**src/rtl/alu_add_sub_seq.sv**
```systemverilog
// Sequential add/subtract unit: resolves SLICE bits per clock with a registered
// carry between slices. Optional abort input enabled by ALU_ADD_SUB_SEQ_ABORT_EN.
module alu_add_sub_seq #(
    parameter int WIDTH = 16,
    parameter int SLICE = 4
) (
    input  logic             clk,
    input  logic             rst_n,
    input  logic             start,
    input  logic [WIDTH-1:0] x,
    input  logic [WIDTH-1:0] y,
    input  logic             add_sub_sel,
    input  logic             use_carry,
    input  logic             carry_in,
`ifdef ALU_ADD_SUB_SEQ_ABORT_EN
    input  logic             abort,
`endif
    output logic             busy,
    output logic             done,
    output logic [WIDTH-1:0] z,
    output logic             cy,
    output logic             ov,
    output logic             zero,
    output logic             sign
);

    localparam int NSLICE = WIDTH / SLICE;
    localparam int KW     = (NSLICE > 1) ? $clog2(NSLICE) : 1;
    localparam logic [KW-1:0] K_LAST = KW'(NSLICE - 1);

    generate
        if (WIDTH < 2 || SLICE < 1 || (WIDTH % SLICE) != 0) begin : g_bad_cfg
            $error("alu_add_sub_seq: WIDTH must be >= 2 and a multiple of SLICE");
        end
    endgenerate

    typedef enum logic [1:0] {
        S_IDLE = 2'd0,
        S_RUN  = 2'd1,
        S_DONE = 2'd2
    } state_t;

    state_t           state_q;
    logic [KW-1:0]    k_q;
    logic [WIDTH-1:0] a_q;
    logic [WIDTH-1:0] b_q;
    logic [WIDTH-1:0] z_q;
    logic             c_q;
    logic             sub_q;
    logic             busy_q;
    logic             done_q;
    logic             cy_q;
    logic             ov_q;
    logic             zero_q;
    logic             sign_q;

    logic             abort_w;
    logic             accept;

`ifdef ALU_ADD_SUB_SEQ_ABORT_EN
    assign abort_w = abort;
`else
    assign abort_w = 1'b0;
`endif

    // Abort takes priority over a simultaneous start.
    assign accept = start & ~abort_w;

    // Current slice: per-bit propagate/generate with full lookahead to every bit.
    logic [SLICE-1:0] a_s;
    logic [SLICE-1:0] b_s;
    logic [SLICE-1:0] p;
    logic [SLICE-1:0] g;
    logic [SLICE:0]   c;
    logic [SLICE-1:0] sum;
    logic [WIDTH-1:0] z_d;
    logic             acc;
    logic             prod;

    always_comb begin
        a_s  = a_q[k_q*SLICE +: SLICE];
        b_s  = b_q[k_q*SLICE +: SLICE];
        p    = a_s ^ b_s;
        g    = a_s & b_s;
        c    = '0;
        acc  = 1'b0;
        prod = 1'b0;
        c[0] = c_q;
        for (int i = 0; i < SLICE; i++) begin
            acc  = g[i];
            prod = p[i];
            for (int j = i - 1; j >= 0; j--) begin
                acc  = acc | (prod & g[j]);
                prod = prod & p[j];
            end
            c[i+1] = acc | (prod & c_q);
        end
        sum = p ^ c[SLICE-1:0];
        z_d = z_q;
        z_d[k_q*SLICE +: SLICE] = sum;
    end

    always_ff @(posedge clk or negedge rst_n) begin
        if (!rst_n) begin
            state_q <= S_IDLE;
            k_q     <= '0;
            a_q     <= '0;
            b_q     <= '0;
            z_q     <= '0;
            c_q     <= 1'b0;
            sub_q   <= 1'b0;
            busy_q  <= 1'b0;
            done_q  <= 1'b0;
            cy_q    <= 1'b0;
            ov_q    <= 1'b0;
            zero_q  <= 1'b0;
            sign_q  <= 1'b0;
        end else begin
            done_q <= 1'b0;
            case (state_q)
                S_IDLE, S_DONE: begin
                    if (accept) begin
                        a_q     <= x;
                        b_q     <= y ^ {WIDTH{add_sub_sel}};
                        c_q     <= add_sub_sel ^ (use_carry & carry_in);
                        sub_q   <= add_sub_sel;
                        k_q     <= '0;
                        busy_q  <= 1'b1;
                        state_q <= S_RUN;
                    end else begin
                        state_q <= S_IDLE;
                    end
                end
                S_RUN: begin
                    if (abort_w) begin
                        k_q     <= '0;
                        busy_q  <= 1'b0;
                        state_q <= S_IDLE;
                    end else begin
                        z_q <= z_d;
                        c_q <= c[SLICE];
                        if (k_q == K_LAST) begin
                            // Top slice: c[SLICE-1] is the carry into the MSB.
                            cy_q    <= c[SLICE] ^ sub_q;
                            ov_q    <= c[SLICE] ^ c[SLICE-1];
                            zero_q  <= (z_d == '0);
                            sign_q  <= z_d[WIDTH-1];
                            k_q     <= '0;
                            busy_q  <= 1'b0;
                            done_q  <= 1'b1;
                            state_q <= S_DONE;
                        end else begin
                            k_q <= k_q + 1'b1;
                        end
                    end
                end
                default: state_q <= S_IDLE;
            endcase
        end
    end

    assign busy = busy_q;
    assign done = done_q;
    assign z    = z_q;
    assign cy   = cy_q;
    assign ov   = ov_q;
    assign zero = zero_q;
    assign sign = sign_q;

endmodule

```
**config.mk**
```make
export PLATFORM = sky130hd
export DESIGN_NAME = alu_add_sub_seq
export DESIGN_NICKNAME = d
export VERILOG_FILES = /design/src/rtl/alu_add_sub_seq.sv
export SDC_FILE = /design/constraint.sdc
export NUM_CORES = 1
export LEC_CHECK = 0
export CORE_MARGIN = 10
export CORE_UTILIZATION = 55
export CTS_CLUSTER_SIZE = 40
export DETAILED_ROUTE_END_ITERATION = 7
export MAX_ROUTING_LAYER = met4
export PLACE_DENSITY = 0.83
export SLEW_MARGIN = 20
export SYNTH_ARGS = -nofsm -noshare
export SYNTH_HDL_FRONTEND = slang
export SYNTH_SLANG_ARGS = --single-unit
```
**constraint.sdc**
```tcl
create_clock -name clk -period 4.6 [get_ports clk]
set_input_delay 0.92 -clock clk [delete_from_list [all_inputs] [get_ports clk]]
set_output_delay 0.92 -clock clk [all_outputs]
set_load 0.1 [all_outputs]
```
==> results.tsv <==
stage	metric	value	unit
status	status	complete, no violations	
cts	h-tree-depth	3	
floorplan	io_pins	60	
sta	finalMaxSlewViolations	0	
yosys	yosys-top-cells-count	nand2_1, dfrtp_1, o21ai_0	
yosys	ys_seq_area_share	50.17	%
sta	finalHoldViolCount	0	
cts	cts_root_buf	clkbuf_8	
floorplan	dieArea	8792	sq um
flow_run	maxCapViolCount	0	
yosys	synth.area.mux_share	6.689	%
routing	first_iter_violations	83	
worst_setup_path	crit_slowest_cell	dfrtp_1	
final_layout	area_growth	30.39	%
yosys	syn_avg_cell_area	10.50	sq um
global_route	grt_max_degree	61	
global_route	first_global_vias	2370	
final_layout	register_area	1501	sq um
sta	finClkSkew	8.411	ps
yosys	ys_seq_elements	60	
place	place.gp.congestion	0.8606	
worst_setup_path	reg2reg_from	k_q[0]	
floorplan	die_height	93.77	um
routing	wire_per_inst	15.93	um
yosys	yosys_warnings	0	
routing	routed_wl	6691	um
final_layout	num_antenna_cells	0	
place	hpwl	4840	um
yosys	yosysMostFrequentCell	nand2_1	
yosys	ys_types	42	
worst_setup_path	path_cells	mux4_2, ha_1, a21o_1, a21o_1, o311ai_4, nor2_2, a22o_1	
routing	postRouteAntennaNets	0	
place	placed_area	3633	sq um
final_layout	nFillCells	390	
worst_setup_path	crit_type	reg -> reg	
yosys	async_reset_ff_share	100.0	%
floorplan	core-area	5205	sq um
worst_setup_path	setup.worst_path.start_class	register	
place	io_buffers	59	
worst_setup_path	cp-end-kind	register	
final_layout	multi_input_area	1399	sq um
yosys	synth_ff_type	dfrtp_1	
sta	finalSetupTns	0	ps
cts	cts_max_path_buffers	2	
worst_setup_path	r2r_end	z[11]	
final_layout	nets	395	
worst_setup_path	crit_fanout	17	
sta	fmax	338.0	MHz
cts	numCtsBuffers	9	
routing	vias_per_cell	5.398	
cts	cts.reportedPaths.clkPinSlew	70	ps
routing	num_vias	2267	
worst_setup_path	max_stage_delay	840	ps
yosys	synth_edf_count	0	
worst_setup_path	reg2reg_depth	7	
worst_setup_path	critPathArrivalTime	3180	ps
worst_hold_path	hp-class	reg -> reg	
global_route	grt_remaining_overflow	0	
cts	postCtsResizedCells	0	
floorplan	die_width	93.77	um
cts	cts_post_setup_buffers_inserted	0	
yosys	synth_top_area_share	50.17	%
routing	first_pass_iters	4	
floorplan	std_cell_rows	26	
sta	setup_slack	1641	ps
sta	setup_viol	0	
routing	route.detailed.drc	0	
cts	clock_latency	340	ps
place	post-place-ws	1642	ps
yosys	synth_top_family_by_area	simple AND/OR/NAND/NOR gates	
yosys	yosysTopAreaCell	dfrtp_1	
sta	period_share	64.32	%
final_layout	drive_gt1_share	10.00	%
global_route	track_usage	16.29	%
yosys	synthSimpleGateAreaFrac	15.93	%
yosys	netlist_area	2993	sq um
worst_hold_path	hold_path_startpoint	b_q[9]	
sta	relSlewSlack	33.22	%
yosys	synthAdderAreaFrac	5.268	%
worst_hold_path	min_to	b_q[9]	
cts	numClockSinks	60	
sta	period_needed	2959	ps
sta	worstMarginPinSlew	998.6	ps
cts	cts_hold_buf	0	
floorplan	start_util	57.50	%
global_route	grt_pass1_wl	11140	um
yosys	syn_nets	335	
global_route	antenna_found_initial	0	
final_layout	final_util	74.98	%
worst_setup_path	cp.required	4820	ps
yosys	synth_compound_area_share	13.29	%
worst_setup_path	critPathMostFrequentCell	a21o_1	
yosys	synth_xor_area_share	5.560	%
final_layout	finalInstanceArea	3902	sq um
cts	cts_tree	built	
sta	rsz0062_at_grt	false	
worst_setup_path	r2r_slack	1640	ps
yosys	ys_top_cells_by_area	dfrtp_1, nand2_1, mux4_2, xnor2_1, ha_1	
yosys	netlist_instances	285	
worst_hold_path	whs_path_depth	2	
layout make-up:
| cell class | instances | area share (%) |
|---|---|---|
| inverters | 8 | 0.7695 |
| clock inverters | 3 | 2.308 |
| repair buffers | 63 | 15.77 |
| clock buffers | 13 | 4.585 |
| multi-input cells | 203 | 35.84 |
| flip-flops and latches | 60 | 38.47 |
| well taps | 70 | 2.244 |
critical path, delay by kind of cell (launching register included):
kind	cells	cell delay, ps
AOI/OAI and AO/OA	4	920
DFF	1	840
muxes	1	650
adders and majority gates	1	330
and+or+nand+nor	1	100
kinds of logic (layout without fill, tap and decap cells):
| kind of cell | count (synthesis) | after routing |
|---|---|---|
| muxes | 10 | 10 |
| AOI/OAI and AO/OA | 54 | 54 |
| buffers and inverters | 22 | 87 |
| and+or+nand+nor | 108 | 108 |
| adders and majority gates | 12 | 12 |
| xor gates and xnor gates | 19 | 19 |
| DFF | 60 | 60 |
routing by layer:
layer / up-vias / global-route usage (%) / routed length, um
li1: 1104 / - / -
met1: 1085 / 19.51 / 2907
met2: 65 / 25.35 / 3301
met3: 13 / 5.356 / 376
met4: 0 / 5.443 / 106
met5: - / - / 0
stage by stage:
step,hold slack [ps],instances
floorplan,440.3,285
global placement,458.6,404
detailed placement,464.4,404
CTS,480.3,420
global route,505.1,420
finish,479.0,420
flip-flops by register name, summed over array words and instances (netlist names):
signal   cells
a_q         16
b_q         16
z           16
k_q          2
state_q      2
busy         1
c_q          1
cy           1
done         1
ov           1
sign         1
sub_q        1
zero         1
how the worst max path moves through the flow:
stage | start | end | slack [ps] | cells after the start
floorplan | k_q[0] | c_q | 1860 | 9
finish | k_q[0] | z[11] | 1640 | 7
global route | k_q[0] | cy | 1470 | 7
global placement | k_q[0] | c_q | 1710 | 7
detailed placement | k_q[0] | c_q | 1640 | 7
CTS | k_q[0] | z[11] | 1630 | 7
cell usage in the layout, fill, tap and decap left out, drive strengths merged, types with 2 or more instances in the layout:
cell type / count
xnor2: 17
nor4: 4
buf: 5
mux2i: 2
bufinv: 3
dfrtp: 60
a22o: 13
o21ai: 19
mux4: 8
o22ai: 2
ha: 11
nand2b: 2
nor3b: 2
a32o: 4
nand2: 77
clkdlybuf4s50: 58
inv: 8
xor2: 2
clkbuf: 13
nand3b: 2
nand3: 2
nor2: 10
nor3: 4
a21oi: 5
a21o: 4
Power is not shown: default switching activity piles up to over one toggle a cycle in this logic, so the estimate is an artifact.
